`src/rtl/if_fetch_stage_pkg.sv`:
```
// -----------------------------------------------------------------------------
// if_fetch_stage_pkg
// Shared definitions for the instruction-fetch stage:
//   - FSM state encoding (FETCH / HOLD)
//   - NOP instruction constant and the IF/ID bubble field values
//   - IF/ID register record type
//   - small helpers: PC increment and saturating counter increment
// -----------------------------------------------------------------------------
package if_fetch_stage_pkg;

  // FSM encoding, kept as plain constants so older tools and netlists that
  // expect a raw state vector stay compatible.
  localparam logic [0:0] ST_FETCH = 1'b0;  // request issued, waiting for data
  localparam logic [0:0] ST_HOLD  = 1'b1;  // skid buffer full, no request

  localparam logic [31:0] NOP_INSTR     = 32'h0000_0000;
  localparam logic [31:0] BUBBLE_PC4    = 32'h0000_0000;
  localparam logic        BUBBLE_VALID  = 1'b0;

  // Clears the two low address bits so the PC stays word aligned.
  localparam logic [31:0] PC_ALIGN_MASK = 32'hFFFF_FFFC;

  localparam logic [31:0] CNT_MAX       = 32'hFFFF_FFFF;

  // One IF/ID pipeline register entry.
  typedef struct packed {
    logic [31:0] instr;
    logic [31:0] pc4;
    logic        valid;
  } ifid_t;

  localparam ifid_t IFID_BUBBLE = '{instr: NOP_INSTR,
                                    pc4:   BUBBLE_PC4,
                                    valid: BUBBLE_VALID};

  // Sequential PC increment; wraps naturally modulo 2^32.
  function automatic logic [31:0] pc_plus4(input logic [31:0] pc);
    return pc + 32'd4;
  endfunction

  // Counter increment that sticks at all-ones instead of wrapping.
  function automatic logic [31:0] sat_inc(input logic [31:0] cnt);
    return (cnt == CNT_MAX) ? cnt : cnt + 32'd1;
  endfunction

endpackage : if_fetch_stage_pkg

```
`src/rtl/fetch_skid_buf.sv`:
```
// -----------------------------------------------------------------------------
// fetch_skid_buf
// Single-entry skid buffer for the fetch stage. Catches an instruction word
// (and its PC+4) that memory returns in the same cycle the pipeline stalls,
// so the fetch does not have to be replayed.
//
// Ports
//   clk       in   rising-edge clock
//   rst       in   asynchronous active-high reset (empties the buffer)
//   load_i    in   capture instr_i / pc4_i and mark the buffer full
//   clear_i   in   empty the buffer (wins over load_i)
//   instr_i   in   [31:0] instruction word to capture
//   pc4_i     in   [31:0] PC+4 belonging to instr_i
//   full_o    out  buffer holds a captured instruction
//   instr_o   out  [31:0] captured instruction
//   pc4_o     out  [31:0] captured PC+4
// -----------------------------------------------------------------------------
module fetch_skid_buf
  import if_fetch_stage_pkg::*;
(
  input  logic        clk,
  input  logic        rst,
  input  logic        load_i,
  input  logic        clear_i,
  input  logic [31:0] instr_i,
  input  logic [31:0] pc4_i,
  output logic        full_o,
  output logic [31:0] instr_o,
  output logic [31:0] pc4_o
);

  logic        full_q,  full_d;
  logic [31:0] instr_q, instr_d;
  logic [31:0] pc4_q,   pc4_d;

  always_comb begin
    // NOTE: every always_comb output gets a default first so no path can
    // leave it unassigned and infer a latch.
    full_d  = full_q;
    instr_d = instr_q;
    pc4_d   = pc4_q;
    if (clear_i) begin
      full_d = 1'b0;
    end else if (load_i) begin
      full_d  = 1'b1;
      instr_d = instr_i;
      pc4_d   = pc4_i;
    end
  end

  always_ff @(posedge clk or posedge rst) begin
    if (rst) begin
      full_q <= 1'b0;
    end else begin
      // NOTE: sequential state uses non-blocking assignments so every flop
      // samples its _d value from before the edge.
      full_q <= full_d;
    end
  end

  // NOTE: the payload is only ever read while full_q is set, so it carries no
  // reset; only the full flag must come out of reset in a known state.
  always_ff @(posedge clk) begin
    instr_q <= instr_d;
    pc4_q   <= pc4_d;
  end

  assign full_o  = full_q;
  assign instr_o = instr_q;
  assign pc4_o   = pc4_q;

endmodule : fetch_skid_buf

```
`src/rtl/if_fetch_stage.sv`:
```
// -----------------------------------------------------------------------------
// if_fetch_stage
// Instruction-fetch stage: owns the PC, the FETCH/HOLD FSM and the IF/ID
// pipeline register. A word returned while the pipeline is stalled is parked
// in fetch_skid_buf and handed to IF/ID once the stall clears. A flush
// squashes IF/ID, drops the parked word and redirects the PC.
//
// Optional build feature (macro IF_PERF_CNT_EN): saturating counters of
// stalled cycles and flush cycles on StallCycOut / FlushCntOut.
//
// Parameters
//   RESET_PC        PC value loaded on reset
// Ports
//   Clk             in   rising-edge clock
//   Reset           in   asynchronous active-high reset
//   Stall           in   hold PC and IF/ID (load-use hazard)
//   Flush           in   squash IF/ID and redirect PC to BranchTarget
//   BranchTarget    in   [31:0] redirect address (low two bits ignored)
//   InstrReq        out  fetch request (high in FETCH, low in HOLD/reset)
//   InstrAddr       out  [31:0] fetch address, equal to PCOut
//   InstrValid      in   memory returns data for the current InstrAddr
//   InstrData       in   [31:0] returned instruction word
//   PCOut           out  [31:0] current PC
//   InstructionOut  out  [31:0] IF/ID instruction
//   PCAddResultOut  out  [31:0] IF/ID PC+4
//   ValidOut        out  IF/ID holds a real instruction
//   StallCycOut     out  [31:0] cycles with Stall=1   (IF_PERF_CNT_EN only)
//   FlushCntOut     out  [31:0] cycles with Flush=1   (IF_PERF_CNT_EN only)
// -----------------------------------------------------------------------------
module if_fetch_stage
  import if_fetch_stage_pkg::*;
#(
  parameter logic [31:0] RESET_PC = 32'h0000_0000
) (
  input  logic        Clk,
  input  logic        Reset,
  input  logic        Stall,
  input  logic        Flush,
  input  logic [31:0] BranchTarget,
  output logic        InstrReq,
  output logic [31:0] InstrAddr,
  input  logic        InstrValid,
  input  logic [31:0] InstrData,
  output logic [31:0] PCOut,
  output logic [31:0] InstructionOut,
  output logic [31:0] PCAddResultOut,
  output logic        ValidOut
`ifdef IF_PERF_CNT_EN
  ,
  output logic [31:0] StallCycOut,
  output logic [31:0] FlushCntOut
`endif
);

  // ---------------------------------------------------------------------------
  // State
  // ---------------------------------------------------------------------------
  logic [0:0]  state_q, state_d;
  logic [31:0] pc_q,    pc_d;
  ifid_t       ifid_q,  ifid_d;

  logic        skid_load;
  logic        skid_clear;
  logic        skid_full;
  logic [31:0] skid_instr;
  logic [31:0] skid_pc4;

  logic [31:0] pc_next;

  // Reset value forced onto a word boundary so PC[1:0] is zero from the start.
  localparam logic [31:0] RESET_PC_ALIGNED = RESET_PC & PC_ALIGN_MASK;

  assign pc_next = pc_plus4(pc_q);

  // ---------------------------------------------------------------------------
  // Skid buffer
  // ---------------------------------------------------------------------------
  fetch_skid_buf u_skid (
    .clk     (Clk),
    .rst     (Reset),
    .load_i  (skid_load),
    .clear_i (skid_clear),
    .instr_i (InstrData),
    .pc4_i   (pc_next),
    .full_o  (skid_full),
    .instr_o (skid_instr),
    .pc4_o   (skid_pc4)
  );

  // ---------------------------------------------------------------------------
  // Next-state logic: FSM, PC and IF/ID
  // ---------------------------------------------------------------------------
  always_comb begin
    state_d    = state_q;
    pc_d       = pc_q;
    ifid_d     = ifid_q;
    skid_load  = 1'b0;
    skid_clear = 1'b0;

    if (Flush) begin
      // Redirect wins over everything: whatever was in flight or parked is
      // wrong-path work.
      state_d    = ST_FETCH;
      pc_d       = BranchTarget & PC_ALIGN_MASK;
      ifid_d     = IFID_BUBBLE;
      skid_clear = 1'b1;
    end else begin
      case (state_q)
        ST_FETCH: begin
          if (InstrValid) begin
            if (Stall) begin
              // Data arrived but IF/ID cannot take it: park it and stop
              // requesting. PC stays put so InstrAddr does not move.
              skid_load = 1'b1;
              state_d   = ST_HOLD;
            end else begin
              ifid_d = '{instr: InstrData, pc4: pc_next, valid: 1'b1};
              pc_d   = pc_next;
            end
          end else if (!Stall) begin
            // Memory still busy: feed a bubble, keep asking for the same PC.
            ifid_d = IFID_BUBBLE;
          end
        end

        ST_HOLD: begin
          if (!Stall) begin
            // The parked word goes to IF/ID; the PC steps past it and the
            // next request goes out from FETCH.
            ifid_d     = '{instr: skid_instr, pc4: skid_pc4, valid: skid_full};
            pc_d       = pc_next;
            skid_clear = 1'b1;
            state_d    = ST_FETCH;
          end
        end

        default: begin
          state_d = ST_FETCH;
        end
      endcase
    end
  end

  always_ff @(posedge Clk or posedge Reset) begin
    if (Reset) begin
      state_q <= ST_FETCH;
      pc_q    <= RESET_PC_ALIGNED;
      ifid_q  <= IFID_BUBBLE;
    end else begin
      state_q <= state_d;
      pc_q    <= pc_d;
      ifid_q  <= ifid_d;
    end
  end

  // ---------------------------------------------------------------------------
  // Outputs
  // ---------------------------------------------------------------------------
  // Request is gated by Reset directly so an in-flight fetch is abandoned the
  // moment reset asserts, not at the next clock.
  assign InstrReq       = (state_q == ST_FETCH) && !Reset;
  assign InstrAddr      = pc_q;
  assign PCOut          = pc_q;
  assign InstructionOut = ifid_q.instr;
  assign PCAddResultOut = ifid_q.pc4;
  assign ValidOut       = ifid_q.valid;

  // ---------------------------------------------------------------------------
  // Optional performance counters
  // ---------------------------------------------------------------------------
`ifdef IF_PERF_CNT_EN
  logic [31:0] stall_cyc_q, stall_cyc_d;
  logic [31:0] flush_cnt_q, flush_cnt_d;

  always_comb begin
    stall_cyc_d = Stall ? sat_inc(stall_cyc_q) : stall_cyc_q;
    flush_cnt_d = Flush ? sat_inc(flush_cnt_q) : flush_cnt_q;
  end

  always_ff @(posedge Clk or posedge Reset) begin
    if (Reset) begin
      stall_cyc_q <= 32'd0;
      flush_cnt_q <= 32'd0;
    end else begin
      stall_cyc_q <= stall_cyc_d;
      flush_cnt_q <= flush_cnt_d;
    end
  end

  assign StallCycOut = stall_cyc_q;
  assign FlushCntOut = flush_cnt_q;
`endif

endmodule : if_fetch_stage

```
`config.mk`:
```
export PLATFORM = sky130hd
export DESIGN_NAME = if_fetch_stage
export DESIGN_NICKNAME = d
export VERILOG_FILES = /design/src/rtl/if_fetch_stage_pkg.sv /design/src/rtl/fetch_skid_buf.sv /design/src/rtl/if_fetch_stage.sv
export SDC_FILE = /design/constraint.sdc
export NUM_CORES = 1
export LEC_CHECK = 0
export ABC_AREA = 1
export CAP_MARGIN = 15
export CORE_ASPECT_RATIO = 1.25
export CORE_MARGIN = 4
export CORE_UTILIZATION = 30
export DETAILED_ROUTE_END_ITERATION = 8
export GPL_ROUTABILITY_DRIVEN = 0
export SYNTH_ARGS = -nofsm -noshare
export SYNTH_HDL_FRONTEND = slang
export SYNTH_SLANG_ARGS = --single-unit
```
`constraint.sdc`:
```
create_clock -name Clk -period 4.2 [get_ports Clk]
set_input_delay 0.84 -clock Clk [delete_from_list [all_inputs] [get_ports Clk]]
set_output_delay 0.84 -clock Clk [all_outputs]
set_load 0.02 [all_outputs]
```
==> results of run 1 <==
-- stage by stage --
step	hold slack (ns)	area [um^2]	total power [mW]	setup slack (ns)	util (%)
6_report	0.478	10000	4.08	1.34	41.8
5_1_grt	0.491	10000	4.27	1.09	41.8
4_1_cts	0.481	10000	4.14	1.29	41.8
3_5_place_dp	0.464	9400	2.52	0.955	39.2
3_3_place_gp	0.465	9400	2.51	1.03	39.2
2_1_floorplan	0.459	7390	2.19	0.621	-
-- kinds of logic (layout without fill, tap and decap cells) --
kind of cell | after synthesis | count (layout) | share of synthesized area, %
AOI/OAI and AO/OA | 116 | 116 | 10.2
xor gates and xnor gates | 15 | 15 | 2.59
DFF | 158 | 158 | 57.8
buffers and inverters | 104 | 270 | 7.68
other | 1 | 4 | 0.0508
adders and majority gates | 1 | 1 | 0.169
and+or+nand+nor | 379 | 379 | 21.5
-- worst reg2reg max path, cell delays in order, from the launching register on --
cell	delay, ns
dfrtp_2	0.92
o21ai_0	0.24
nand2_1	0.21
clkinv_1	0.77
a22oi_1	0.45
o21ai_0	0.14
-- final timing paths --
check | end | depth (start not counted) | slack [ns] | from
setup / recovery | InstrReq | 3 | 1.34 | Reset
hold / removal | PCAddResultOut[16]$_DFFE_PP0P_ | 2 | 0.48 | PCAddResultOut[16]$_DFFE_PP0P_
setup reg to reg | InstrAddr[27]$_DFFE_PP0P_ | 5 | 1.35 | state_q$_DFF_PP0_
hold reg to reg | PCAddResultOut[16]$_DFFE_PP0P_ | 2 | 0.48 | PCAddResultOut[16]$_DFFE_PP0P_
max in group asynchronous | InstructionOut[2]$_DFFE_PP0P_ | 3 | 2.55 | Reset
min in group asynchronous | PCAddResultOut[15]$_DFFE_PP0P_ | 2 | 0.89 | Reset
-- cell type report --
| type | instances | area (um^2) |
|---|---|---|
| fill | 2386 | 14000 |
| sequential | 158 | 4270 |
| multi-input combinational | 515 | 2580 |
| timing repair buffer | 202 | 2010 |
| clock buffer | 17 | 425 |
| tap | 325 | 407 |
| clock inverter | 14 | 181 |
| inverter | 37 | 141 |
-- state kept, by name, summed over array words and instances (netlist names) --
name,cells
InstructionOut,32
u_skid.instr_o,32
PCAddResultOut,31
InstrAddr,30
u_skid.pc4_o,30
ValidOut,1
state_q,1
u_skid.full_o,1
-- layer usage --
metal  global-route usage [%]  part of all wire, %  vias to the layer above
li1                         -                    -                     2827
met1                     21.5                   44                     2857
met2                     26.9                   50                      177
met3                     3.29                  5.4                        8
met4                     3.33                 0.75                        0
met5                        0                    0                        -
-- cells in the final DEF (no fill, tap or decap), types with 11 or more instances in the layout --
cell	n
a22oi_1	56
clkbuf_16	17
clkdlybuf4s50_1	192
dfrtp_1	95
edfxtp_1	62
inv_1	34
nand2_1	304
nand3_1	11
nor2_1	28
nor2_4	12
o21ai_0	48
-- report_power, final --
| group | switching, mW | internal (mW) |
|---|---|---|
| Sequential | 0.102 | 1.70 |
| Combinational | 0.379 | 0.298 |
| Clock | 0.660 | 0.946 |
==> impl_metrics.env, run 1 <==
export IMPL_fp_dieH_um=183
export IMPL_vdd_drop_max_uv=266
export IMPL_ys_seq_area_share_pct=57.8
export IMPL_crit_slowest_cell="clkdlybuf4s50_1"
export IMPL_path_buf_inv=2
export IMPL_clk_pin_slew_worst_paths_ns=0.06
export IMPL_ys_ff_latch=158
export IMPL_h_tree_depth=4
export IMPL_cap_viol_max_count=0
export IMPL_status="finished, final reports clean"
export IMPL_ant_nets=0
export IMPL_crit_top_cell="clkdlybuf4s50_1"
export IMPL_grt_max_degree=64
export IMPL_dp_hpwl_um=15100
export IMPL_power_density_mw_per_mm2=408
export IMPL_cts_root_buf="clkbuf_16"
export IMPL_setup_viol=0
export IMPL_yosys_cell_types_count=31
export IMPL_max_freq_ghz=0.349
export IMPL_fin_nets=1001
export IMPL_die_w_um=148
export IMPL_cts_buffers=17
export IMPL_synth_top_cell_area_share_pct=32.5
export IMPL_tns_ns=0
export IMPL_ys_warn_count=0
export IMPL_grt_pass1_vias=5841
export IMPL_avgSynthCellArea_um2=9.54
export IMPL_critPathMaxFanout=2
export IMPL_wl_per_cell_um=17.1
export IMPL_drt_iter0_drc=346
export IMPL_dr_pass1_iters=5
export IMPL_instances_no_fill=1268
export IMPL_slew_headroom_pct=33.9
export IMPL_synthesis_instances=774
export IMPL_portBuffers=192
export IMPL_drcViolationCount=0
export IMPL_yosysMostFrequentCell="nand2_1"
export IMPL_synthArstFlopShare_pct=60.8
export IMPL_max_stage_delay_ns=0.62
export IMPL_synthFlopType="dfrtp_1"
export IMPL_vias_per_cell=4.63
export IMPL_num_io_pins=199
export IMPL_worst_slew_pin_slew_ns=0.991
export IMPL_synthTopCellsByArea="dfrtp_1 33%, edfxtp_1 25%, nand2_1 15%, a22oi_1 5.7%, buf_4 3.6%"
export IMPL_grt_total_usage_pct=16.0
export IMPL_clkLatencyLatePin_ns=0.42
export IMPL_dieArea_mm2=0.0272
export IMPL_vias=5869
export IMPL_worst_setup_path_type="input pin to output port"
export IMPL_start_util_pct=30.8
export IMPL_cts_sinks=158
export IMPL_crit_path_end_kind="output port"
export IMPL_grt_overflow_total=0
export IMPL_fin_crit_ns=2.86
export IMPL_power_leakage_nw=4.17
export IMPL_tritoncts="built"
export IMPL_post_route_period_util_pct=68.2
export IMPL_fin_skew_ns=0.00792
export IMPL_placed_cells=1237
export IMPL_synth_area_mm2=0.00738
export IMPL_cp_cell_sequence="clkdlybuf4s50_1, nor2_1, clkdlybuf4s50_1"
export IMPL_n_antenna_cell=0
export IMPL_ctsResizeCount=0
export IMPL_crit_family="buffers and inverters"
export IMPL_timing_final_max_slew_violations=0
export IMPL_rows=63
export IMPL_syn_to_final_growth_pct=35.6
export IMPL_finalWirelength_um=21700
export IMPL_cp_required_ns=3.36
export IMPL_yosysTopAreaCell="dfrtp_1"
export IMPL_final_hold_viol_count=0
export IMPL_cp_arrival_ns=2.02
export IMPL_rsz0062_at_grt="false"
export IMPL_cts_buffer_depth=2
export IMPL_core_area_mm2=0.0240
export IMPL_drive_above_1_share_pct=8.06
export IMPL_yosys_top_cells_count="304 x nand2_1, 96 x dfrtp_1, 62 x edfxtp_1, 56 x a22oi_1, 48 x o21ai_0"
export IMPL_critPathLaunchType="input pin"
export IMPL_grt_pass1_wl_um=33700
export IMPL_antenna_found_initial=0
export IMPL_cts_hold_buf=0
export IMPL_hold_path_class="register to register"
export IMPL_synth_edf_count=62
export IMPL_cts_setup_buffers=0
No activity file was read; power rests on OpenSTA's default activity.
==> run 2: changes to the inputs <==
==> constraint.sdc (replaced) <==
create_clock -name Clk -period 2.73 [get_ports Clk]
set_input_delay 0.546 -clock Clk [delete_from_list [all_inputs] [get_ports Clk]]
set_output_delay 0.546 -clock Clk [all_outputs]
set_load 0.02 [all_outputs]
==> run 2 against run 1 <==
  * Clock-buffer cell count rose by 1
  * Critical path depth stayed put
  * Core utilization grew 0.56 points
  * Power rose by 57%
  * Sequential share of layout area fell by 0.56 points
  * Non-clock buffer count increased by 9
  * Critical path type unchanged
  * Largest power group unchanged
==> impl_metrics.env, run 2 (synthesis results as in run 1) <==
export IMPL_status="finished, final reports clean"
export IMPL_rows=63
export IMPL_power_frac_clock_pct=40.0
export IMPL_worst_slew_pin_slew_ns=0.721
export IMPL_cts_setup_buffers=0
export IMPL_cts_buffer_depth=2
export IMPL_drive_above_1_share_pct=9.02
export IMPL_wl_per_cell_um=17.0
export IMPL_cp_arrival_ns=1.71
export IMPL_crit_top_cell="clkdlybuf4s50_1"
export IMPL_vias_per_cell=4.63
export IMPL_vias=5918
export IMPL_rsz0062_at_grt="false"
export IMPL_antenna_found_initial=0
export IMPL_syn_to_final_growth_pct=37.4
export IMPL_ctsResizeCount=0
export IMPL_grt_pass1_wl_um=34100
export IMPL_switching_share_pct=28.2
export IMPL_fin_nets=1010
export IMPL_cts_hold_buf=0
export IMPL_drt_iter0_drc=353
export IMPL_grt_max_degree=64
export IMPL_ant_nets=0
export IMPL_fin_skew_ns=0.0107
export IMPL_fin_ws_ns=0.478
export IMPL_clk_pin_slew_worst_paths_ns=0.07
export IMPL_tns_ns=0
export IMPL_most_common_layout_cells="304 x nand2_1, 192 x clkdlybuf4s50_1, 95 x dfrtp_1, 62 x edfxtp_1, 56 x a22oi_1"
export IMPL_dp_hpwl_um=15400
export IMPL_hold_path_class="register to register"
export IMPL_slew_headroom_pct=51.8
export IMPL_placed_cells=1246
export IMPL_final_hold_viol_count=0
export IMPL_max_stage_delay_ns=0.61
export IMPL_clkLatencyLatePin_ns=0.42
export IMPL_multi_input_area_mm2=0.00258
export IMPL_fin_crit_ns=2.25
export IMPL_combinationalPowerShare_pct=16.8
export IMPL_instances_no_fill=1278
export IMPL_p_sw_mw=1.80
export IMPL_die_w_um=148
export IMPL_cp_required_ns=2.18
export IMPL_crit_slowest_cell="clkdlybuf4s50_1"
export IMPL_cts_root_buf="clkbuf_16"
export IMPL_cap_viol_max_count=0
export IMPL_h_tree_depth=4
export IMPL_setup_viol=0
export IMPL_portBuffers=192
export IMPL_grt_use_met1_pct=21.3
export IMPL_power_internal_mw=4.59
export IMPL_worst_setup_path_type="input pin to output port"
export IMPL_crit_path_end_kind="output port"
export IMPL_final_common_cell="nand2_1"
export IMPL_cp_cell_sequence="clkdlybuf4s50_1, nor2_1, clkdlybuf4s50_1"
export IMPL_start_util_pct=30.8
export IMPL_use_met2_pct=27.0
export IMPL_dr_pass1_iters=5
export IMPL_finalInstanceArea_mm2=0.0101
export IMPL_seqCellArea_mm2=0.00427
export IMPL_place_ws_ns=0.394
export IMPL_critPathMaxFanout=2
export IMPL_grt_pass1_vias=6118
export IMPL_core_area_mm2=0.0240
export IMPL_max_freq_ghz=0.444
export IMPL_placed_cell_area_mm2=0.00951
export IMPL_dieArea_mm2=0.0272
export IMPL_grt_overflow_total=0
export IMPL_power_density_mw_per_mm2=630
export IMPL_fillers=2371
export IMPL_cts_sinks=158
export IMPL_num_io_pins=199
export IMPL_grt_use_met3_pct=3.29
export IMPL_critPathLaunchType="input pin"
export IMPL_timing_final_max_slew_violations=0
export IMPL_post_route_period_util_pct=82.5
export IMPL_p_seq_share_pct=43.2
export IMPL_finalWirelength_um=21800
export IMPL_drcViolationCount=0
export IMPL_vdd_drop_max_uv=385
export IMPL_fp_dieH_um=183
export IMPL_cts_buffers=17
export IMPL_grt_busiest_layer="met2"
export IMPL_tritoncts="built"
export IMPL_n_antenna_cell=0
export IMPL_power_leakage_nw=4.24
export IMPL_grt_total_usage_pct=16.1
[run 2: stage by stage]
step	total power [mW]	hold slack [ns]	utilization [%]
2_1_floorplan	3.37	0.459	-
3_3_place_gp	3.88	0.464	39.7
3_5_place_dp	3.89	0.464	39.7
4_1_cts	6.48	0.482	42.3
5_1_grt	6.67	0.494	42.3
6_report	6.39	0.478	42.3
[run 2: path summary, 6_finish.rpt]
kind	start	to	slack, ns	cells past startpoint
max reg2reg	InstrAddr[2]$_DFFE_PP0P_	PCAddResultOut[28]$_DFFE_PP0P_	0.74	12
min reg2reg	PCAddResultOut[15]$_DFFE_PP0P_	PCAddResultOut[15]$_DFFE_PP0P_	0.48	2
min in group asynchronous	Reset	PCAddResultOut[19]$_DFFE_PP0P_	0.61	2
max in group asynchronous	Reset	InstructionOut[4]$_DFFE_PP0P_	1.54	3
max	Reset	InstrReq	0.48	3
min	PCAddResultOut[15]$_DFFE_PP0P_	PCAddResultOut[15]$_DFFE_PP0P_	0.48	2
[run 2: layer usage]
layer	part of all wire, %	wire length (um)	vias to the layer above
met4	1.5	325	0
met2	49	10700	181
met3	5.3	1160	21
met5	0	0	-
met1	44	9590	2874
li1	-	-	2842
[run 2: critical path: cells and delay by family]
kind | cells | cell delay [ns]
AND/OR/NAND/NOR | 1 | 0.10
buffers and inverters | 2 | 1.06
[run 2: area by class of cell]
type	instances	area share, %
Clock inverter	14	1.92
Tap cell	325	4.01
Clock buffer	18	4.33
Multi-Input combinational cell	515	25.4
Inverter	37	1.41
Sequential cell	158	42.0
Timing Repair Buffer	211	20.8
[run 2: power by group through the flow]
stage               sequential, mW  clock, mW  combinational (mW)
floorplan                     2.88          0               0.492
global placement              2.81          0                1.07
detailed placement            2.81          0                1.08
CTS                           2.76       2.63                1.09
global route                  2.78       2.72                1.16
finish                        2.76       2.56                1.07
